### src/rtl/sorted_stream_collector_if.sv
// Parallel word handshake between the serial collector and its consumer.
// The collector drives the word, its ones count and its sortedness flag.
// The consumer answers with word_ready.
interface sorted_stream_collector_if #(
    parameter int WIDTH = 8
) ();
    localparam int OW = $clog2(WIDTH + 1);

    logic [WIDTH-1:0] word;
    logic             word_valid;
    logic             word_ready;
    logic [OW-1:0]    ones_cnt;
    logic             sorted;

    modport master (
        output word,
        output word_valid,
        output ones_cnt,
        output sorted,
        input  word_ready
    );

    modport slave (
        input  word,
        input  word_valid,
        input  ones_cnt,
        input  sorted,
        output word_ready
    );
endinterface

### src/rtl/sorted_stream_collector.sv
// Reassembles the sorter's serial bit stream into WIDTH-bit words.
// Each word is presented with its ones count and a sortedness check
// (all ones arrive before any zero).
// A partial word that stalls for TIMEOUT idle cycles is aborted with a frag_err pulse.
// A word that completes while the output register is still occupied sets a sticky overrun flag.
module sorted_stream_collector #(
    parameter int WIDTH     = 8,
    parameter int TIMEOUT   = 16,
    parameter bit MSB_FIRST = 1'b1
) (
    input  logic ck,
    input  logic reset,
    input  logic si,
    input  logic vi,
    input  logic clr_err,
    output logic overrun,
    output logic frag_err,
    sorted_stream_collector_if.master result
);
    localparam int OW = $clog2(WIDTH + 1);
    localparam int CW = $clog2(WIDTH + 1);
    localparam int GW = $clog2(TIMEOUT + 1);

    logic [CW-1:0]    bit_cnt, bit_cnt_nxt;
    logic [GW-1:0]    gap_cnt, gap_cnt_nxt;
    logic [WIDTH-1:0] shift_reg, shift_nxt, shift_in;
    logic [OW-1:0]    ones_run, ones_nxt, ones_in;
    logic             seen_zero, seen_zero_nxt;
    logic             unsorted, unsorted_nxt, unsorted_in;
    logic             complete, abort, load, drop;

    // Tracker next-state: shift in the current bit and detect completion or timeout.
    always_comb begin
        shift_in      = MSB_FIRST ? {shift_reg[WIDTH-2:0], si} : {si, shift_reg[WIDTH-1:1]};
        ones_in       = ones_run + OW'(si);
        unsorted_in   = unsorted | (si & seen_zero);
        complete      = vi && (bit_cnt == CW'(WIDTH - 1));
        abort         = !vi && (bit_cnt != '0) && (gap_cnt == GW'(TIMEOUT - 1));
        load          = complete && (!result.word_valid || result.word_ready);
        drop          = complete && !load;

        bit_cnt_nxt   = bit_cnt;
        gap_cnt_nxt   = gap_cnt;
        shift_nxt     = shift_reg;
        ones_nxt      = ones_run;
        seen_zero_nxt = seen_zero;
        unsorted_nxt  = unsorted;

        if (vi) begin
            gap_cnt_nxt = '0;
            if (complete) begin
                bit_cnt_nxt   = '0;
                shift_nxt     = '0;
                ones_nxt      = '0;
                seen_zero_nxt = 1'b0;
                unsorted_nxt  = 1'b0;
            end else begin
                bit_cnt_nxt   = bit_cnt + CW'(1);
                shift_nxt     = shift_in;
                ones_nxt      = ones_in;
                seen_zero_nxt = seen_zero | ~si;
                unsorted_nxt  = unsorted_in;
            end
        end else if (abort) begin
            bit_cnt_nxt   = '0;
            gap_cnt_nxt   = '0;
            shift_nxt     = '0;
            ones_nxt      = '0;
            seen_zero_nxt = 1'b0;
            unsorted_nxt  = 1'b0;
        end else if (bit_cnt != '0) begin
            gap_cnt_nxt = gap_cnt + GW'(1);
        end
    end

    // Tracker registers for the word currently being collected.
    always_ff @(posedge ck) begin
        if (reset) begin
            bit_cnt   <= '0;
            gap_cnt   <= '0;
            shift_reg <= '0;
            ones_run  <= '0;
            seen_zero <= 1'b0;
            unsorted  <= 1'b0;
        end else begin
            bit_cnt   <= bit_cnt_nxt;
            gap_cnt   <= gap_cnt_nxt;
            shift_reg <= shift_nxt;
            ones_run  <= ones_nxt;
            seen_zero <= seen_zero_nxt;
            unsorted  <= unsorted_nxt;
        end
    end

    // Output register and error flags; a new overrun wins over clr_err.
    always_ff @(posedge ck) begin
        if (reset) begin
            result.word       <= '0;
            result.word_valid <= 1'b0;
            result.ones_cnt   <= '0;
            result.sorted     <= 1'b0;
            overrun           <= 1'b0;
            frag_err          <= 1'b0;
        end else begin
            frag_err <= abort;
            if (load) begin
                result.word       <= shift_in;
                result.ones_cnt   <= ones_in;
                result.sorted     <= ~unsorted_in;
                result.word_valid <= 1'b1;
            end else if (result.word_valid && result.word_ready) begin
                result.word_valid <= 1'b0;
            end
            if (drop) begin
                overrun <= 1'b1;
            end else if (clr_err) begin
                overrun <= 1'b0;
            end
        end
    end
endmodule

### src/flat_wrapper.sv
// flat-port wrapper written by rule: the top's interface ports become plain ports
module sorted_stream_collector_flat 
#(
    parameter int WIDTH     = 8,
    parameter int TIMEOUT   = 16,
    parameter bit MSB_FIRST = 1'b1
)
  (ck, reset, si, vi, clr_err, overrun, frag_err, result_word, result_word_valid, result_ones_cnt, result_sorted, result_word_ready);
  sorted_stream_collector_if #(.WIDTH(WIDTH)) result_i ();
  input  logic ck;
  input  logic reset;
  input  logic si;
  input  logic vi;
  input  logic clr_err;
  output logic overrun;
  output logic frag_err;
  output wire logic [$bits(result_i.word)-1:0] result_word;
  output wire logic [$bits(result_i.word_valid)-1:0] result_word_valid;
  output wire logic [$bits(result_i.ones_cnt)-1:0] result_ones_cnt;
  output wire logic [$bits(result_i.sorted)-1:0] result_sorted;
  input wire logic [$bits(result_i.word_ready)-1:0] result_word_ready;
  assign result_word = result_i.word;
  assign result_word_valid = result_i.word_valid;
  assign result_ones_cnt = result_i.ones_cnt;
  assign result_sorted = result_i.sorted;
  assign result_i.word_ready = result_word_ready;
  sorted_stream_collector #(.WIDTH(WIDTH), .TIMEOUT(TIMEOUT), .MSB_FIRST(MSB_FIRST)) u_core (.ck(ck), .reset(reset), .si(si), .vi(vi), .clr_err(clr_err), .overrun(overrun), .frag_err(frag_err), .result(result_i));
endmodule
### config.mk
export PLATFORM = sky130hd
export DESIGN_NAME = sorted_stream_collector_flat
export DESIGN_NICKNAME = d
export VERILOG_FILES = /design/src/rtl/sorted_stream_collector_if.sv /design/src/rtl/sorted_stream_collector.sv /design/src/flat_wrapper.sv
export SDC_FILE = /design/constraint.sdc
export NUM_CORES = 1
export LEC_CHECK = 0
export ABC_AREA = 1
export CAP_MARGIN = 20
export CORE_UTILIZATION = 25
export CTS_CLUSTER_SIZE = 20
export DETAILED_ROUTE_END_ITERATION = 12
export PLACE_DENSITY_LB_ADDON = 0.08
export SYNTH_ARGS = -nofsm -noshare
export SYNTH_HDL_FRONTEND = slang
export SYNTH_SLANG_ARGS = --single-unit
### constraint.sdc
create_clock -name ck -period 4.3 [get_ports ck]
set_input_delay 0.43 -clock ck [delete_from_list [all_inputs] [get_ports ck]]
set_output_delay 0.43 -clock ck [all_outputs]
set_load 0.02 [all_outputs]
==> results of run 1 <==
placed cells by master, fill, tap and decap left out, types with 2 or more instances in the layout:
cell	n
nand2_1	72
dfxtp_1	38
nor2_1	34
inv_1	29
clkdlybuf4s50_1	21
nand4_1	13
a21oi_1	9
nand3_1	6
ha_1	6
clkbuf_8	5
inv_2	2
nor2_4	2
nand2_4	2
xor2_1	2
o21ai_0	2
nand3_2	2
clkinv_2	2
cell families after synthesis:
logic type	share of synthesized area, %
adders and majority gates	4.392
DFF	44.51
and+or+nand+nor	36.02
AOI/OAI and AO/OA	4.173
xor gates and xnor gates	1.025
buffers and inverters	9.883
worst paths after layout:
path                         endpoint  slack [ps]
setup / recovery  u_core.shift_reg[4]        2450
hold reg to reg    u_core.ones_run[0]         450
setup reg to reg  u_core.shift_reg[4]        2670
hold / removal     u_core.ones_run[0]         450
stage by stage:
| stage | area [um2] | total power [uW] | utilization, % | hold WS [ps] | std cells |
|---|---|---|---|---|---|
| after floorplan | 1709 | 401.9 | - | 418.7 | 233 |
| after CTS | 2056 | 657.8 | 31.83 | 454.9 | 332 |
| after global placement | 1977 | 416.6 | 30.61 | 441.4 | 325 |
| after detailed placement | 1977 | 416.5 | 30.61 | 438.9 | 325 |
| after global routing | 2056 | 678.9 | 31.83 | 483.0 | 332 |
| final | 2056 | 641.8 | 31.83 | 451.7 | 332 |
critical path: cells and delay by family:
family,cells,cell delay [ps]
AND/OR/NAND/NOR,3,860
buffers and inverters,3,780
layout make-up:
class	count	area (um2)	share of cell area, %
clock buffer	5	68.82	3.348
clock inverter	2	10.01	0.4869
sequential	38	760.7	37.01
timing repair buffer	22	217.7	10.59
inverter	32	122.6	5.965
multi-input combinational	156	779.5	37.92
tap	77	96.34	4.687
metal layers:
metal,routed length (um),global-route usage (%)
met3,68,2.655
met1,1763,13.50
met5,0,0
met2,1686,18.18
met4,27,4.160
power groups by stage:
stage          Sequential (uW)  Combinational (uW)  Clock, uW
3_5_place_dp               369                47.2          0
3_3_place_gp               369                47.2          0
4_1_cts                    361                47.7        249
5_1_grt                    362                52.7        264
6_report                   361                45.9        235
2_1_floorplan              368                33.4          0
==> results.md, run 1 <==
- Status: complete, no violations
- DP HPWL: 2555 um
- Pin count of the biggest net entering global routing: 19
- Synth warn: 0
- Max FFs per register: 8
- Area contributors post-synth: dfxtp_1 45%, nand2_1 16%, nor2_1 7.5%
- Required time of the worst setup path: 4530 ps
- Post-synthesis sequential area ratio: 44.51%
- P_sw: 159.2 uW
- Setup bufs post-CTS: 0
- Combinational share of power: 7.1%
- Port bufs: 21
- # H-tree levels: 2
- Post-synth cell types: 25
- Final GP Congestion: 0.6541
- Share of the synthesized area in the top cell type: 44.51%
- ANT cells: 0
- Worst Setup End Kind: register
- Crit Path Class: input pin to register
- Vias in the first global route: 1359
- Period utilisation layout: 42.94%
- Async SR Flop Fraction: 0%
- Avg WL per Cell: 10.68 um
- Count leader, synth: nand2_1
- Final hold vios: 0
- Hold buffers post-CTS: 0
- Worst reg2reg path depth: 6
- Worst setup margin: 2454 ps
- Clk pwr share: 36.6%
- Total Wirelength: 3545 um
- Sequential Power Share: 56.3%
- Io pins: 22
- RSZ-0062 raised after global routing: false
- FILL cells: 727
- Fmax: 541.6 MHz
- Pre-CTS worst setup slack: 2141 ps
- Cell count after synthesis: 233
- Crit path arrival time: 2070 ps
- Ratio of cells with drive above 1 in the final layout: 8.235%
- DR iter-0 viols: 38
- TritonCTS Sinks: 38
- Worst-margin pin slew: 759.8 ps
- Max rail drop VDD: 98.75 uV
- Layout area overhead: 20.28%
- Cell mode on critical path: nand2_1
- GRT Resource Usage Total: 10.87%
- Core ar.: 0.006459 mm2
- Slew HR: 49.07%
- Pwr dens: 312.2 mW/mm2
- First-pass GRT wire length: 6196 um
- # Max-Cap Violations: 0
- Switching Fraction: 24.81%
- Worst-path clk slew: 70 ps
- Total CTS buffers: 5
- Mapped Avg Cell Area: 7.335 um2
- Hold Crit Class: register to register
- Post-Syn Area: 0.001709 mm2
- Power Internal: 482.6 uW
- GRT Residual Overflow: 0
- Routed via count: 1414
- TritonRoute pass-1 iters: 6
- Vias per inst: 4.259
- Slowest library cell on the worst path: nor3_2
- Setup crit start kind: input pin
- Hold_sp: u_core.ones_run[0]
- Setup_tns: 0 ps
- Sequence of cells on the critical path: clkdlybuf4s50_1, buf_4, inv_1, nor3_2, nand2_1, nand2_1
- Slew Limit Fails: 0
- CP max FO: 18
- TritonCTS clock tree: built
- Leakage: 0.0008918 uW
- Total Die Area: 0.007172 mm2
- CP max stage delay: 650 ps
- Clock tree buffer depth: 2
- Final net count: 267
- Final antenna-violating net count: 0
- Die Y: 84.69 um
- Dominant cell type by area after synthesis: dfxtp_1
- Ys flop type: dfxtp_1
- Count of flip-flops with a built-in enable after synthesis: 0
- Final min period: 1846 ps
- Register bit total from synthesis: 38
- Antenna violations before repair: 0
- DRC viols: 0
- Hold depth: 2
- Worst r2r src: u_core.bit_cnt[0]
- Final setup violation count: 0
- CTS resizes: 0
- Starting Density: 26.46%
- Synth top cells by count: 72 x nand2_1, 38 x dfxtp_1, 34 x nor2_1
- Clock root buffer: clkbuf_8
- CP Launch Point: vi
- Die X: 84.69 um
- Worst-skew pair later-pin latency: 280 ps
- Max Clock Skew: 7.391 ps
- FP Rows: 29
- Post-synth net total: 245
Note: power is estimated with default switching activity, not from simulation.
==> inputs of run 2 (changes only) <==
clock period = 1.7 ns   (was 4.3 ns; I/O delays follow)
==> run 2 against run 1 <==
Die area is the same. Wire length rose by 2.7%. Highest routed layer unchanged. Critical path type is now register to register. The flow now finishes with violations (DRC). Critical endpoint is now u_core.ones_run[0]. Total power increased to 3.1 times the previous value. Global-route usage grew 0.69 points. Utilization rose by 2.3 points. Largest cell class unchanged.
==> results.md, run 2 (synthesis gave the netlist of run 1 again) <==
- DP HPWL: 2631 um (+3.0%)
- Failing checks: DRC
- ANT cells: 0 (unchanged)
- Antenna violations before repair: 0 (unchanged)
- FP Rows: 29 (unchanged)
- Period utilisation layout: 89.27%
- Max Clock Skew: 6.849 ps (-0.5421 ps)
- Met1 Wirelength: 1978 um (+12%)
- Vias in the first global route: 1393 (+2.5%)
- Leakage: 0.0009600 uW (+7.7%)
- Final min period: 1518 ps
- Core ar.: 0.006459 mm2 (unchanged)
- Ratio of cells with drive above 1 in the final layout: 12.55% (+4.3 points)
- Cell mode on critical path: nand2_1
- Setup crit start kind: register
- Commonest non-fill, non-tap cells in the layout: 72 x nand2_1, 36 x dfxtp_1, 33 x nor2_1
- Worst reg2reg path depth: 11 (+5)
- Final setup violation count: 0 (unchanged)
- Slowest library cell on the worst path: dfxtp_2
- Multi-input gate area: 790.8 um2 (+1.4%)
- Routed via count: 1420 (+0.42%)
- DR top layer: met4
- DRC viols: 2 (+2)
- Total Wirelength: 3639 um (+2.7%)
- Io pins: 22 (unchanged)
- Worst-skew pair later-pin latency: 290 ps (about the same)
- Total CTS buffers: 5 (unchanged)
- Layout area overhead: 29.06%
- CP max FO: 13 (-5)
- # H-tree levels: 2 (unchanged)
- TritonCTS clock tree: built
- TritonRoute pass-1 iters: 10 (+4)
- Worst-margin pin slew: 507.9 ps (-251.9 ps)
- Met3 WL: 97 um (+43%)
- RSZ-0062 raised after global routing: false
- PnR Total Power: 1964 uW (+210%)
- DR iter-0 viols: 100 (+160%)
- Worst Setup EP: u_core.ones_run[0]
- Max FFs per register: 8 (unchanged)
- Sequence of cells on the critical path: ha_2, nand2_1, nor2_1, ha_1, inv_1, nor2_2, nand2_4, nand2_4, inv_4, nand2_1, nand2_1
- Starting Density: 26.46% (unchanged)
- Worst-path clk slew: 80 ps (about the same)
- Die X: 84.69 um (unchanged)
- RR Endpoint: u_core.ones_run[0]
- Die Y: 84.69 um (unchanged)
- Slew Limit Fails: 0 (unchanged)
- TritonCTS Sinks: 38 (unchanged)
- Slew HR: 66.03% (+17 points)
- Commonest non-fill, non-tap cell in the layout: nand2_1
- Final antenna-violating net count: 0 (unchanged)
- Worst r2r src: u_core.gap_cnt[0]
- WL met2: 1515 um (-10%)
- Max rail drop VDD: 269.7 uV (+170%)
- Setup_tns: 0 ps (unchanged)
- R2r setup slk: 180 ps (-2490 ps)
- Crit Path Class: register to register
- Avg WL per Cell: 10.70 um (+0.24%)
- Pwr dens: 890.5 mW/mm2 (+190%)
- First-pass GRT wire length: 6513 um (+5.1%)
- Total Die Area: 0.007172 mm2 (unchanged)
- Worst Setup End Kind: register
- Crit path arrival time: 1710 ps (-360 ps)
- Final net count: 274 (+2.6%)
- GRT Resource Usage Total: 11.56% (+0.69 points)
- Required time of the worst setup path: 1890 ps (-2640 ps)
- # Max-Cap Violations: 0 (unchanged)
- Vias per inst: 4.176 (-1.9%)
- Status: finished, violations left
- GRT Residual Overflow: 0 (unchanged)
- Final hold vios: 0 (unchanged)
- CP max stage delay: 350 ps (-300 ps)
- Register area: 763.2 um2 (+0.33%)
- FILL cells: 736 (+1.2%)
- Fmax: 659.0 MHz
- Final GP Congestion: 0.6640 (+1.5%)
- Clock tree buffer depth: 2 (unchanged)
- Port bufs: 21 (unchanged)
- Clock root buffer: clkbuf_8
- Hold Crit Class: register to register
- CP Launch Point: u_core.gap_cnt[0]
- Pin count of the biggest net entering global routing: 18 (-1)
run 2: cell types whose count changed in the layout (fill, tap and decap cells not counted), moves of 2 or more:
cell       delta
clkinv_2      -2
bufinv_16     +2
dfxtp_1       -2
dfxtp_2       +2
buf_4         +5
buf_12        +2
run 2: how the worst min path moves through the flow:
stage / start / endpoint / slack [ps] / depth (start not counted)
final: u_core.shift_reg[6] / u_core.shift_reg[6] / 460 / 2
after global routing: u_core.ones_run[0] / u_core.ones_run[0] / 480 / 2
after CTS: u_core.shift_reg[6] / u_core.shift_reg[6] / 460 / 2
after detailed placement: u_core.shift_reg[6] / u_core.shift_reg[6] / 440 / 2
after global placement: u_core.ones_run[0] / u_core.ones_run[0] / 440 / 2
after floorplan: reset / u_core.overrun / 230 / 1
run 2: layer usage:
layer  vias to the layer above  track usage [%]
met4                         0            4.160
met5                         -                0
li1                        784                -
met2                        15            18.11
met3                         4            3.245
met1                       617            15.19
run 2: cell type report:
class	count	area share [%]
multi-input cells	156	35.85
flip-flops and latches	38	34.60
repair buffers	29	13.39
inverters	32	5.559
well taps	77	4.368
clock buffers	5	3.120
clock inverters	3	3.120
run 2: power breakdown:
part           switching [uW]  internal [uW]
registers                10.3            904
clock network             334            588
logic                    76.9           51.0
total                     422           1540
run 2: through the flow:
stage | utilization (%) | std cells | area (um2) | hold WS [ps] | setup WS, ps
floorplan | - | 233 | 1709 | 232.4 | 202.9
global placement | 31.81 | 332 | 2054 | 436.2 | 37.29
detailed placement | 31.81 | 332 | 2054 | 440.4 | 37.63
CTS | 33.94 | 340 | 2192 | 455.2 | 63.92
global route | 34.15 | 340 | 2206 | 479.2 | 10.94
finish | 34.15 | 340 | 2206 | 455.0 | 182.5
run 2: critical path: cells and delay by family (launching register included):
kind / cells / cell delay (ps)
adders and majority gates: 2 / 340
DFF: 1 / 350
and+or+nand+nor: 7 / 590
buffers and inverters: 2 / 130
run 2: repair_timing:
action                     CTS  global route
setup buffers                0             0
resized for setup            0             5
hold buffers                 0             0
setup endpoints to repair    0            13
==> inputs of run 3 (changes only) <==
RECOVER_POWER = 25   (was unset)
==> run 3 against run 2 <==
The run still ends with DRC left. Register-to-register slack about the same. Sequential power about the same. Utilization unchanged. Critical path depth unchanged. Largest cell class unchanged.
==> results.md, run 3 (synthesis gave the netlist of run 1 again) <==
- TritonCTS Sinks: 38 (unchanged)
- Final setup violation count: 0 (unchanged)
- Slew HR: 65.50% (-0.53 points)
- Vias per inst: 4.194 (+0.42%)
- # H-tree levels: 2 (unchanged)
- GRT Resource Usage Total: 11.56% (unchanged)
- Setup crit start kind: register
- Final net count: 274 (unchanged)
- DP HPWL: 2631 um (unchanged)
- Ratio of cells with drive above 1 in the final layout: 12.55% (unchanged)
- Hold buffers post-CTS: 0 (unchanged)
- Pwr dens: 890.2 mW/mm2 (about the same)
- Hold_sp: u_core.shift_reg[6]
- Layout area overhead: 29.06% (unchanged)
- CP max FO: 13 (unchanged)
- TritonRoute pass-1 iters: 10 (unchanged)
- GRT Residual Overflow: 0 (unchanged)
- FILL cells: 736 (unchanged)
- Slew Limit Fails: 0 (unchanged)
- Worst Setup End Kind: register
- Multi-input gate area: 790.8 um2 (unchanged)
- FP Rows: 29 (unchanged)
- Routed via count: 1426 (+0.42%)
- Avg WL per Cell: 10.67 um (-0.30%)
- Final hold vios: 0 (unchanged)
- DRC viols: 2 (unchanged)
- ANT cells: 0 (unchanged)
- # Max-Cap Violations: 0 (unchanged)
- Final GP Congestion: 0.6640 (unchanged)
- Io pins: 22 (unchanged)
- Starting Density: 26.46% (unchanged)
- Status: finished, violations left
- Total CTS buffers: 5 (unchanged)
- Total Die Area: 0.007172 mm2 (unchanged)
- Die X: 84.69 um (unchanged)
- Antenna violations before repair: 0 (unchanged)
- Max FFs per register: 8 (unchanged)
- Period utilisation layout: 89.26% (about the same)
- Register area: 763.2 um2 (unchanged)
- Worst-skew pair later-pin latency: 290 ps (about the same)
- Worst r2r src: u_core.gap_cnt[0]
- Crit Path Class: register to register
- Hold depth: 2 (unchanged)
- Worst-margin pin slew: 515.8 ps (+7.889 ps)
- Leakage: 0.0009997 uW (+4.1%)
- Worst-path clk slew: 80 ps (about the same)
- Commonest non-fill, non-tap cells in the layout: 72 x nand2_1, 36 x dfxtp_1, 33 x nor2_1
- TritonCTS clock tree: built
- DR iter-0 viols: 91 (-9.0%)
- Final antenna-violating net count: 0 (unchanged)
- Final min period: 1517 ps (-0.1300 ps)
- Core ar.: 0.006459 mm2 (unchanged)
- Port bufs: 21 (unchanged)
- Clock root buffer: clkbuf_8
- Failing checks: DRC
- Clock tree buffer depth: 2 (unchanged)
- R2r setup slk: 180 ps (about the same)
- Total Wirelength: 3628 um (-0.30%)
- Max Clock Skew: 7.086 ps (+0.2374 ps)
- RR Endpoint: u_core.ones_run[0]
- Worst reg2reg path depth: 11 (unchanged)
- WHS Endpoint: u_core.shift_reg[6]
- Pin count of the biggest net entering global routing: 18 (unchanged)
- Fmax: 659.0 MHz (about the same)
- First-pass GRT wire length: 6513 um (unchanged)
- Post-DP Area: 0.002054 mm2 (unchanged)
- Hold Crit Class: register to register
- Commonest non-fill, non-tap cell in the layout: nand2_1
- Die Y: 84.69 um (unchanged)
- Max rail drop VDD: 268.5 uV (-0.41%)
- Vias in the first global route: 1393 (unchanged)
- RSZ-0062 raised after global routing: false
- Crit path arrival time: 1710 ps (about the same)
- Finished Cell Area: 0.002206 mm2 (unchanged)
- Required time of the worst setup path: 1890 ps (about the same)
- Setup_tns: 0 ps (unchanged)
==> run 3: cell types whose count changed in the layout (fill, tap and decap cells not counted), sizes merged <==
cell,delta
buf,-1
clkbuf,+1
clkdlybuf4s50,-11
dlygate4sd3,+11
==> run 3: layout make-up <==
cell class / instances / share of cell area, %
inverters: 32 / 5.559
multi-input cells: 156 / 35.85
repair buffers: 29 / 13.39
well taps: 77 / 4.368
clock buffers: 5 / 3.120
flip-flops and latches: 38 / 34.60
clock inverters: 3 / 3.120
==> run 3: where the power goes <==
group          internal (uW)  total, uW  switching (uW)  leakage (uW)
combinational           51.0        127            76.5      0.000623
clock                    588        922             334     0.0000683
sequential               904        914            10.4      0.000308
total                   1540       1960             421       0.00100
==> run 3: timing repair <==
item | 4_1_cts | 5_1_grt
gates resized for setup | 0 | 5
buffers inserted | 0 | 0
setup endpoints to repair | 0 | 13
==> run 3: how the worst max path moves through the flow <==
stage | startpoint | end | slack [ps] | cells after the start
global placement | vi | u_core.ones_run[2] | 40 | 5
finish | u_core.gap_cnt[0] | u_core.ones_run[0] | 180 | 11
detailed placement | vi | u_core.result.word[7] | 40 | 6
CTS | u_core.bit_cnt[0] | u_core.ones_run[2] | 60 | 6
global route | u_core.gap_cnt[0] | u_core.shift_reg[6] | 10 | 11
floorplan | u_core.gap_cnt[0] | u_core.ones_run[2] | 200 | 12
==> run 3: per-stage QoR <==
step / total power [uW] / util (%) / hold WS [ps] / cells / setup WS [ps]
after floorplan: 1017 / - / 232.4 / 233 / 202.9
after global placement: 1064 / 31.81 / 436.2 / 332 / 37.29
after detailed placement: 1062 / 31.81 / 440.4 / 332 / 37.63
after CTS: 2003 / 33.94 / 455.2 / 340 / 63.92
after global routing: 2071 / 34.15 / 479.2 / 340 / 10.94
final: 1964 / 34.15 / 454.8 / 340 / 182.6
==> run 3: routing by layer <==
metal | vias up | global-route usage [%] | part of all wire (%)
met5 | - | 0 | 0
li1 | 783 | - | -
met4 | 0 | 4.160 | 1.6
met2 | 18 | 18.11 | 42
met3 | 5 | 3.245 | 3.3
met1 | 620 | 15.19 | 53
==> run 3: worst max-delay path, stage by stage (launching register included) <==
cell     delay (ps)
dfxtp_2         350
ha_2            190
nand2_1          60
nor2_1          100
ha_1            150
inv_1            40
nor2_2          120
nand2_4          80
nand2_4         120
inv_4            90
nand2_1          70
nand2_1          40
